File: src/rtl/ll_req_arbiter.sv
// Purpose: round-robin arbiter sharing one linked-list request/response interface among NUM_REQ requesters.
// Latency: request seen in IDLE with intf_ready -> rqstr_req_ack and req_vld high the next cycle.
// Backpressure: response held until the granted requester takes it; req_vld and payload held while intf_ready is low.
//
// Ports:
//   clk, reset_n                  - rising-edge clock, asynchronous active-low reset
//   rqstr_req_vld/type/pos/data   - per-requester requests (flattened, requester i at slice i)
//   rqstr_req_ack                 - one-cycle one-hot capture pulse
//   rqstr_resp_vld                - one-hot response valid to the granted requester
//   rqstr_resp_type/data/data_vld - shared response bus, combinational copy of downstream
//   rqstr_resp_taken              - per-requester response accept (only the granted bit matters)
//   req_vld/type/pos/data         - downstream request
//   intf_ready                    - downstream idle/ready
//   resp_vld/type/data/data_vld   - downstream response
//   resp_taken                    - downstream response accept
//   grant_id, busy                - current/last grant index, not-idle flag
//
// Build option: define LL_ARB_FIXED_PRIO_EN for fixed priority (lowest index wins, rr_ptr held at 0).

module ll_req_arbiter #(
  parameter int NUM_REQ      = 4,
  parameter int PTR_WD       = 8,
  parameter int WR_DATA_WD   = 32,
  parameter int REQ_TYPE_WD  = 4,
  parameter int RESP_TYPE_WD = 4,
  localparam int GID_WD      = $clog2(NUM_REQ)
) (
  input  logic                            clk,
  input  logic                            reset_n,
  input  logic [NUM_REQ-1:0]              rqstr_req_vld,
  input  logic [NUM_REQ*REQ_TYPE_WD-1:0]  rqstr_req_type,
  input  logic [NUM_REQ*PTR_WD-1:0]       rqstr_req_pos,
  input  logic [NUM_REQ*WR_DATA_WD-1:0]   rqstr_req_data,
  output logic [NUM_REQ-1:0]              rqstr_req_ack,
  output logic [NUM_REQ-1:0]              rqstr_resp_vld,
  output logic [RESP_TYPE_WD-1:0]         rqstr_resp_type,
  output logic [WR_DATA_WD-1:0]           rqstr_resp_data,
  output logic                            rqstr_resp_data_vld,
  input  logic [NUM_REQ-1:0]              rqstr_resp_taken,
  output logic                            req_vld,
  output logic [REQ_TYPE_WD-1:0]          req_type,
  output logic [PTR_WD-1:0]               req_pos,
  output logic [WR_DATA_WD-1:0]           req_data,
  input  logic                            intf_ready,
  input  logic                            resp_vld,
  input  logic [RESP_TYPE_WD-1:0]         resp_type,
  input  logic [WR_DATA_WD-1:0]           resp_data,
  input  logic                            resp_data_vld,
  output logic                            resp_taken,
  output logic [GID_WD-1:0]               grant_id,
  output logic                            busy
);

  typedef enum logic [1:0] {
    ST_IDLE      = 2'd0,
    ST_ISSUE     = 2'd1,
    ST_WAIT_RESP = 2'd2,
    ST_RELEASE   = 2'd3
  } state_t;

  state_t                   state;
  logic [GID_WD-1:0]        rr_ptr;

  logic                     win_vld;
  logic [GID_WD-1:0]        win_id;
  logic [NUM_REQ-1:0]       win_oh;
  logic [NUM_REQ-1:0]       grant_oh;
  logic [REQ_TYPE_WD-1:0]   win_type;
  logic [PTR_WD-1:0]        win_pos;
  logic [WR_DATA_WD-1:0]    win_data;
  logic [GID_WD-1:0]        rr_next;
  logic                     taken_sel;

  // Winner selection. Loops run from the far end down so the last hit,
  // i.e. the one closest to the search start, is the one that sticks.
  always_comb begin
    int idx;
    win_vld = 1'b0;
    win_id  = '0;
    idx     = 0;
`ifdef LL_ARB_FIXED_PRIO_EN
    for (int i = NUM_REQ - 1; i >= 0; i--) begin
      if (rqstr_req_vld[GID_WD'(i)]) begin
        win_vld = 1'b1;
        win_id  = GID_WD'(i);
      end
    end
`else
    for (int k = NUM_REQ - 1; k >= 0; k--) begin
      idx = int'(rr_ptr) + k;
      if (idx >= NUM_REQ) idx = idx - NUM_REQ;
      if (rqstr_req_vld[GID_WD'(idx)]) begin
        win_vld = 1'b1;
        win_id  = GID_WD'(idx);
      end
    end
`endif
  end

  // Payload mux and one-hot decodes use constant slices only.
  always_comb begin
    win_type = '0;
    win_pos  = '0;
    win_data = '0;
    win_oh   = '0;
    grant_oh = '0;
    for (int i = 0; i < NUM_REQ; i++) begin
      win_oh[i]   = (win_id == GID_WD'(i));
      grant_oh[i] = (grant_id == GID_WD'(i));
      if (win_id == GID_WD'(i)) begin
        win_type = rqstr_req_type[i*REQ_TYPE_WD +: REQ_TYPE_WD];
        win_pos  = rqstr_req_pos[i*PTR_WD +: PTR_WD];
        win_data = rqstr_req_data[i*WR_DATA_WD +: WR_DATA_WD];
      end
    end
  end

`ifdef LL_ARB_FIXED_PRIO_EN
  assign rr_next = '0;
`else
  assign rr_next = (win_id == GID_WD'(NUM_REQ - 1)) ? '0 : win_id + 1'b1;
`endif

  // Only the granted requester's accept counts; others are ignored.
  assign taken_sel = |(rqstr_resp_taken & grant_oh);

  assign rqstr_resp_vld      = (state == ST_WAIT_RESP && resp_vld) ? grant_oh : '0;
  assign resp_taken          = (state == ST_WAIT_RESP) & resp_vld & taken_sel;
  assign rqstr_resp_type     = resp_type;
  assign rqstr_resp_data     = resp_data;
  assign rqstr_resp_data_vld = resp_data_vld;
  assign busy                = (state != ST_IDLE);

  always_ff @(posedge clk or negedge reset_n) begin
    if (!reset_n) begin
      state         <= ST_IDLE;
      rr_ptr        <= '0;
      grant_id      <= '0;
      req_vld       <= 1'b0;
      req_type      <= '0;
      req_pos       <= '0;
      req_data      <= '0;
      rqstr_req_ack <= '0;
    end else begin
      rqstr_req_ack <= '0;
      case (state)
        ST_IDLE: begin
          if (intf_ready && win_vld) begin
            grant_id      <= win_id;
            req_type      <= win_type;
            req_pos       <= win_pos;
            req_data      <= win_data;
            rqstr_req_ack <= win_oh;
            req_vld       <= 1'b1;
            rr_ptr        <= rr_next;
            state         <= ST_ISSUE;
          end
        end
        ST_ISSUE: begin
          if (intf_ready) begin
            req_vld <= 1'b0;
            state   <= ST_WAIT_RESP;
          end
        end
        ST_WAIT_RESP: begin
          if (resp_taken) state <= ST_RELEASE;
        end
        ST_RELEASE: begin
          // Hold the interface until downstream is idle and the response is gone.
          if (intf_ready && !resp_vld) state <= ST_IDLE;
        end
        default: state <= ST_IDLE;
      endcase
    end
  end

endmodule

File: config.mk
export PLATFORM = sky130hd
export DESIGN_NAME = ll_req_arbiter
export DESIGN_NICKNAME = d
export VERILOG_FILES = /design/src/rtl/ll_req_arbiter.sv
export SDC_FILE = /design/constraint.sdc
export NUM_CORES = 1
export LEC_CHECK = 0
export CAP_MARGIN = 20
export CORE_ASPECT_RATIO = 0.7
export CORE_MARGIN = 2
export CORE_UTILIZATION = 31
export CTS_CLUSTER_DIAMETER = 50
export DETAILED_ROUTE_END_ITERATION = 8
export HOLD_SLACK_MARGIN = 0.1
export PLACE_DENSITY = 0.79
export REMOVE_ABC_BUFFERS = 1
export SYNTH_ARGS = -nofsm -noshare
export SYNTH_HDL_FRONTEND = slang
export SYNTH_SLANG_ARGS = --single-unit
File: constraint.sdc
create_clock -name clk -period 2.15 [get_ports clk]
set_input_delay 0.3225 -clock clk [delete_from_list [all_inputs] [get_ports clk]]
set_output_delay 0.3225 -clock clk [all_outputs]
set_load 0.02 [all_outputs]
* After elaboration in Yosys (flattened, before gate mapping)
Cells that the tools add are included.
** Storage, ports and cells
- Register bits :: 55
- Output and inout port bits :: 94
** Operators by class
- Add/subtract/negate cells :: 8
- Magnitude comparators :: 8
- Equal/unequal tests :: 13
- Muxes and demuxes :: 48
- Bitwise logic cells :: 3
- Reductions and logical operators :: 13
** Operators with widths (number)
- $mux W32 :: 4
- $mux W8 :: 4
- $mux W4 :: 7
- $mux W2 :: 13
- $lt A2 B4 Y1 const B :: 4
- $mux W1 :: 14
- $eq A2 B2 Y1 const B :: 6
- $ge A3 B3 Y1 const B :: 3
- $bmux W1 S2 :: 4
- $ne A2 B2 Y1 const B :: 4
- $pmux W2 S4 :: 1
- $sub A2 B1 Y2 const B :: 4
- $add A2 B2 Y3 const B :: 2
- $eq A2 B1 Y1 const B :: 3
- $logic_not A2 Y1 :: 3
- $and A4 B4 Y4 :: 1
- $reduce_and A4 Y1 :: 1
- $reduce_bool A2 Y1 :: 2
- $reduce_or A4 Y1 :: 1
- $add A2 B1 Y3 const B :: 1
- $ge A2 B3 Y1 const B :: 1
- $logic_and A1 B1 Y1 :: 3
- $reduce_and A3 Y1 :: 1
- $add A2 B1 Y2 const B :: 1
- 4 further kinds :: 5

* Logic depth before layout (Yosys ltp)
- Depth after elaboration :: 15
- Gate-level depth with buffers :: 11
- Depth with buffers taken out :: 9

* Worst setup path after synthesis
No wires, ideal clock.
- Kind :: register to register
- Start :: register rr_ptr[1]
- End :: register req_data[10]
- Arrival time :: 2.125 ns
- Path slack :: -0.101 ns
- Stages on the path, launching flop included :: 12
- Path buffers :: 2
- Period minus slack after synthesis :: 2.251 ns
- Path through :: dfrtp_1 mux2i_1 nor2_1 nor3_1 inv_1 ha_1 buf_2 clkbuf_1 a21oi_1 o21ai_0 a221oi_1 nor2_1
** Between the ends
- Word-level cells in the longest chain between the ends :: 15
- Elaborated cells on any way between the ends :: 45
- Classes of those cells :: 7 x add/sub; 4 x order compare; 3 x eq/ne; 28 x mux; 3 x reduce/logical
** RTL lines
- start, declared :: RTL line 62 : logic [GID_WD-1:0] rr_ptr;
- start signal, assigned :: RTL line 155 : rr_ptr <= rr_next;
- $add A2 B2 Y3 :: RTL line 90 : idx = int'(rr_ptr) + k;
- $ge A3 B3 Y1 / $sub A2 B1 Y2 (equally long branches) :: RTL line 91 : if (idx >= NUM_REQ) idx = idx - NUM_REQ;
- $mux W2 :: RTL line 91
- $bmux W1 S2 :: RTL line 92 : if (rqstr_req_vld[GID_WD'(idx)]) begin
- $mux W1 (implied by the code) (2 in a row) :: RTL line 92
- $mux W2 (3 in a row) :: RTL line 92
- $mux W2 (*) :: RTL line 92
- net win_id[0] :: RTL line 65 : logic [GID_WD-1:0] win_id;
- $logic_not A2 Y1 :: RTL line 110 : if (win_id == GID_WD'(i)) begin
- $mux W32 (3 in a row) :: RTL line 110
- $mux W32 (*) :: RTL line 110
- end signal, assigned :: RTL line 152 : req_data <= win_data;
- end, declared :: RTL line 43 : output logic [WR_DATA_WD-1:0] req_data,
The timed path passes the listed nets; every way through them passes the cells marked *. The select of a mux whose other input is x is not followed.
A chain may end at the register's enable or synchronous reset.

* Worst setup path after layout
- Start :: register rr_ptr[1]
- End :: register req_data[8]
The elaborated chain is that of the path after synthesis.

==> flow_metrics.py <==
metrics = {
    "route": {
        "routed_via_density": 5.238,
        "wl_per_cell_um": 20.99,
        "drt-initial-drc-count": 227,
        "dr.pass1.iters": 4,
        "drtAntennaViolNets": 0,
        "via_count": 4997,
        "finalWirelength_um": 20030,
        "drc": 0,
    },
    "status": {
        "outcome": "finished with violations",
        "violations": "negative setup slack",
    },
    "sta": {
        "worst_slew_pin_slew_ns": 0.3604,
        "finalSetupViolCount": 43,
        "rsz0062_at_grt": "true",
        "hold_slack_ns": 0.4704,
        "hold_viol_final": 0,
        "fin_ws_ns": -0.1535,
        "slew_violations": 0,
        "max_freq_mhz": 434.1,
        "min_period_ns": 2.303,
        "fin_skew_ns": 0.009622,
        "slew_headroom_pct": 75.98,
        "finalCritPeriodShare_pct": 107.1,
    },
    "clock_tree": {
        "h-tree-depth": 2,
        "clkTransAtPathRegs_ns": 0.07,
        "cts_tree": "built",
        "clk_latency_ns": 0.30,
        "cts_root_buf": "clkbuf_16",
        "cts_sinks": 55,
        "numCtsBuffers": 5,
        "cts_buffer_depth": 2,
    },
    "placement": {
        "dp.cells": 908,
        "hpwl_um": 12150,
        "place.gp.congestion": 0.8147,
        "portBuffers": 244,
        "dp_slack_ns": -0.5159,
    },
    "synth": {
        "synth-edff-count": 0,
        "synth_cells": 548,
        "ys.flop_type": "dfrtp_1",
        "syn_area_per_cell_um2": 7.500,
        "synth-async-reset-ratio_pct": 100.0,
        "ys_ff_latch": 55,
        "ys.warnings.count": 0,
        "synthesis.area_mm2": 0.004110,
        "synth.distinct_cells": 32,
        "seq_area_frac_synth_pct": 33.49,
    },
    "floorplanning": {
        "start_util_pct": 31.50,
        "rows": 35,
        "die_w_um": 141.6,
        "fp.dieArea_mm2": 0.01421,
        "die_h_um": 100.3,
        "core_mm2": 0.01305,
        "ios": 319,
    },
    "critical_path": {
        "regToRegStartpoint": "rr_ptr[1]",
        "rr_worst_depth": 12,
        "r2r_end": "req_data[8]",
        "start_kind": "register",
        "arrival_ns": 2.47,
        "rrSetupSlack_ns": -0.15,
        "end_kind": "register",
        "crit_fanout": 11,
        "path_class": "reg -> reg",
        "cp.required_ns": 2.32,
    },
    "power_and_ir_drop": {
        "p_leak_nw": 3.299,
        "p_per_area_mw_per_mm2": 1225,
        "ir_drop_mv": 0.4732,
    },
    "global_route": {
        "grt_usage_pct": 24.10,
        "grt_max_degree": 38,
        "grt_pass1_vias": 4610,
        "antenna_found_initial": 0,
        "grt_overflow": 0,
        "grt_pass1_wl_um": 26430,
    },
    "final_layout": {
        "areaGrowthSynthToFinish_pct": 92.85,
        "register_area_mm2": 0.001376,
        "diodes": 0,
        "final_util_pct": 60.74,
        "nFillCells": 1080,
        "nNetsFinal": 1020,
        "fin_cells": 954,
        "multi_input_area_mm2": 0.002434,
        "drive_gt1_share_pct": 22.97,
    },
    "run": {
        "cap_violations": 0,
    },
    "hold_path": {
        "hold_path_class": "in -> async",
    },
}
[Yosys cell counts (all sizes together), types with 2 or more instances]
master	count	area share [%]
o22ai	2	0.30
nand3	3	0.49
nor2	93	8.5
dfrtp	55	33
nand2	51	4.7
inv	53	4.8
nor3	3	0.37
o21ai	45	5.5
clkbuf	30	2.7
a221oi	44	12
mux2	2	0.55
ha	8	2.4
buf	52	9.5
and2	4	0.61
a21oi	93	11
[critical path, stage by stage, from the launching register on]
cell and delay, ns:
dfrtp_1 0.39, buf_6 0.12, mux2i_1 0.16, nor2_1 0.07, nor3_2 0.25, buf_4 0.18, inv_4 0.04, ha_4 0.21
clkbuf_16 0.19, a21oi_2 0.10, o21ai_1 0.08, a221oi_1 0.30, nor2_1 0.09
[worst max-delay path by stage]
stage | start | to | slack, ns
2_1_floorplan | rr_ptr[1] | req_data[27] | -1.34
3_3_place_gp | rqstr_req_vld[2] | req_data[19] | -0.48
3_5_place_dp | rqstr_req_vld[2] | req_data[19] | -0.52
4_1_cts | rr_ptr[1] | req_data[19] | -0.05
5_1_grt | rr_ptr[1] | req_data[8] | -0.28
6_report | rr_ptr[1] | req_data[8] | -0.15
[state kept, by name (all words and copies together) (netlist names)]
signal         cells
req_data          32
req_pos            8
req_type           4
rqstr_req_ack      4
grant_id           2
rr_ptr             2
state              2
req_vld            1
[layer usage]
layer | GRT usage, % | vias up | wire length [um]
met2 | 36.93 | 273 | 8698
met4 | 3.308 | 2 | 379
met3 | 10.21 | 29 | 2150
li1 | - | 2314 | -
met1 | 32.18 | 2379 | 8736
met5 | 4.561 | - | 63
[what timing repair did]
item,4_1_cts,5_1_grt
endpoints found under the setup margin,50,44
hold endpoints to repair,14,0
gates resized for setup,47,99
buffers inserted,13,6
hold buffers,1,0
pin swaps,20,32
cloned,7,11
[where the power goes]
| part | leakage [nW] | switching, W | internal (W) |
|---|---|---|---|
| combinational | 2.58 | 0.00357 | 0.00341 |
| sequential | 0.637 | 0.000304 | 0.00154 |
| clock | 0.0772 | 0.000384 | 0.000498 |
| total | 3.30 | 0.00426 | 0.00545 |
[cells in the final DEF (no fill, tap or decap), drive strengths merged]
cell type	n
clkdlybuf4s50	235
nor2	93
a21oi	93
buf	60
dfrtp	55
inv	53
nand2	51
o21ai	45
a221oi	44
clkbuf	18
dlygate4sd2	8
ha	8
and2	4
nand3	3
nor3	3
mux2	2
o22ai	2
o21a	1
mux2i	1
nor3b	1
o41ai	1
mux4	1
o21ba	1
a221o	1
o32a	1
or4	1
a22o	1
dlygate4sd3	1
[layout make-up]
cell class                      instances  share of cell area, %
Multi-Input combinational cell        358                  30.70
Inverter                               53                  2.541
Tap cell                              166                  2.620
Timing Repair Buffer                  314                  44.80
Clock buffer                            8                  1.973
Sequential cell                        55                  17.36
[per-stage QoR]
step	TNS, ns	area [um^2]	power [W]
detailed placement	-19.98	6683	0.007004
finish	-2.125	7926	0.009711
global route	-7.715	7926	0.01030
global placement	-17.62	6683	0.006899
floorplan	-63.12	3607	0.004525
CTS	-0.2299	7282	0.008701
[kinds of logic after synthesis]
group | share of synthesized area, %
multiplexers | 1.339
buffers and inverters | 17.08
adder cells (fa/ha/maj) | 2.435
flip-flops | 33.49
AO/OA/AOI/OAI | 30.59
AND/OR/NAND/NOR | 15.07
(Power assumes the default switching activity.)
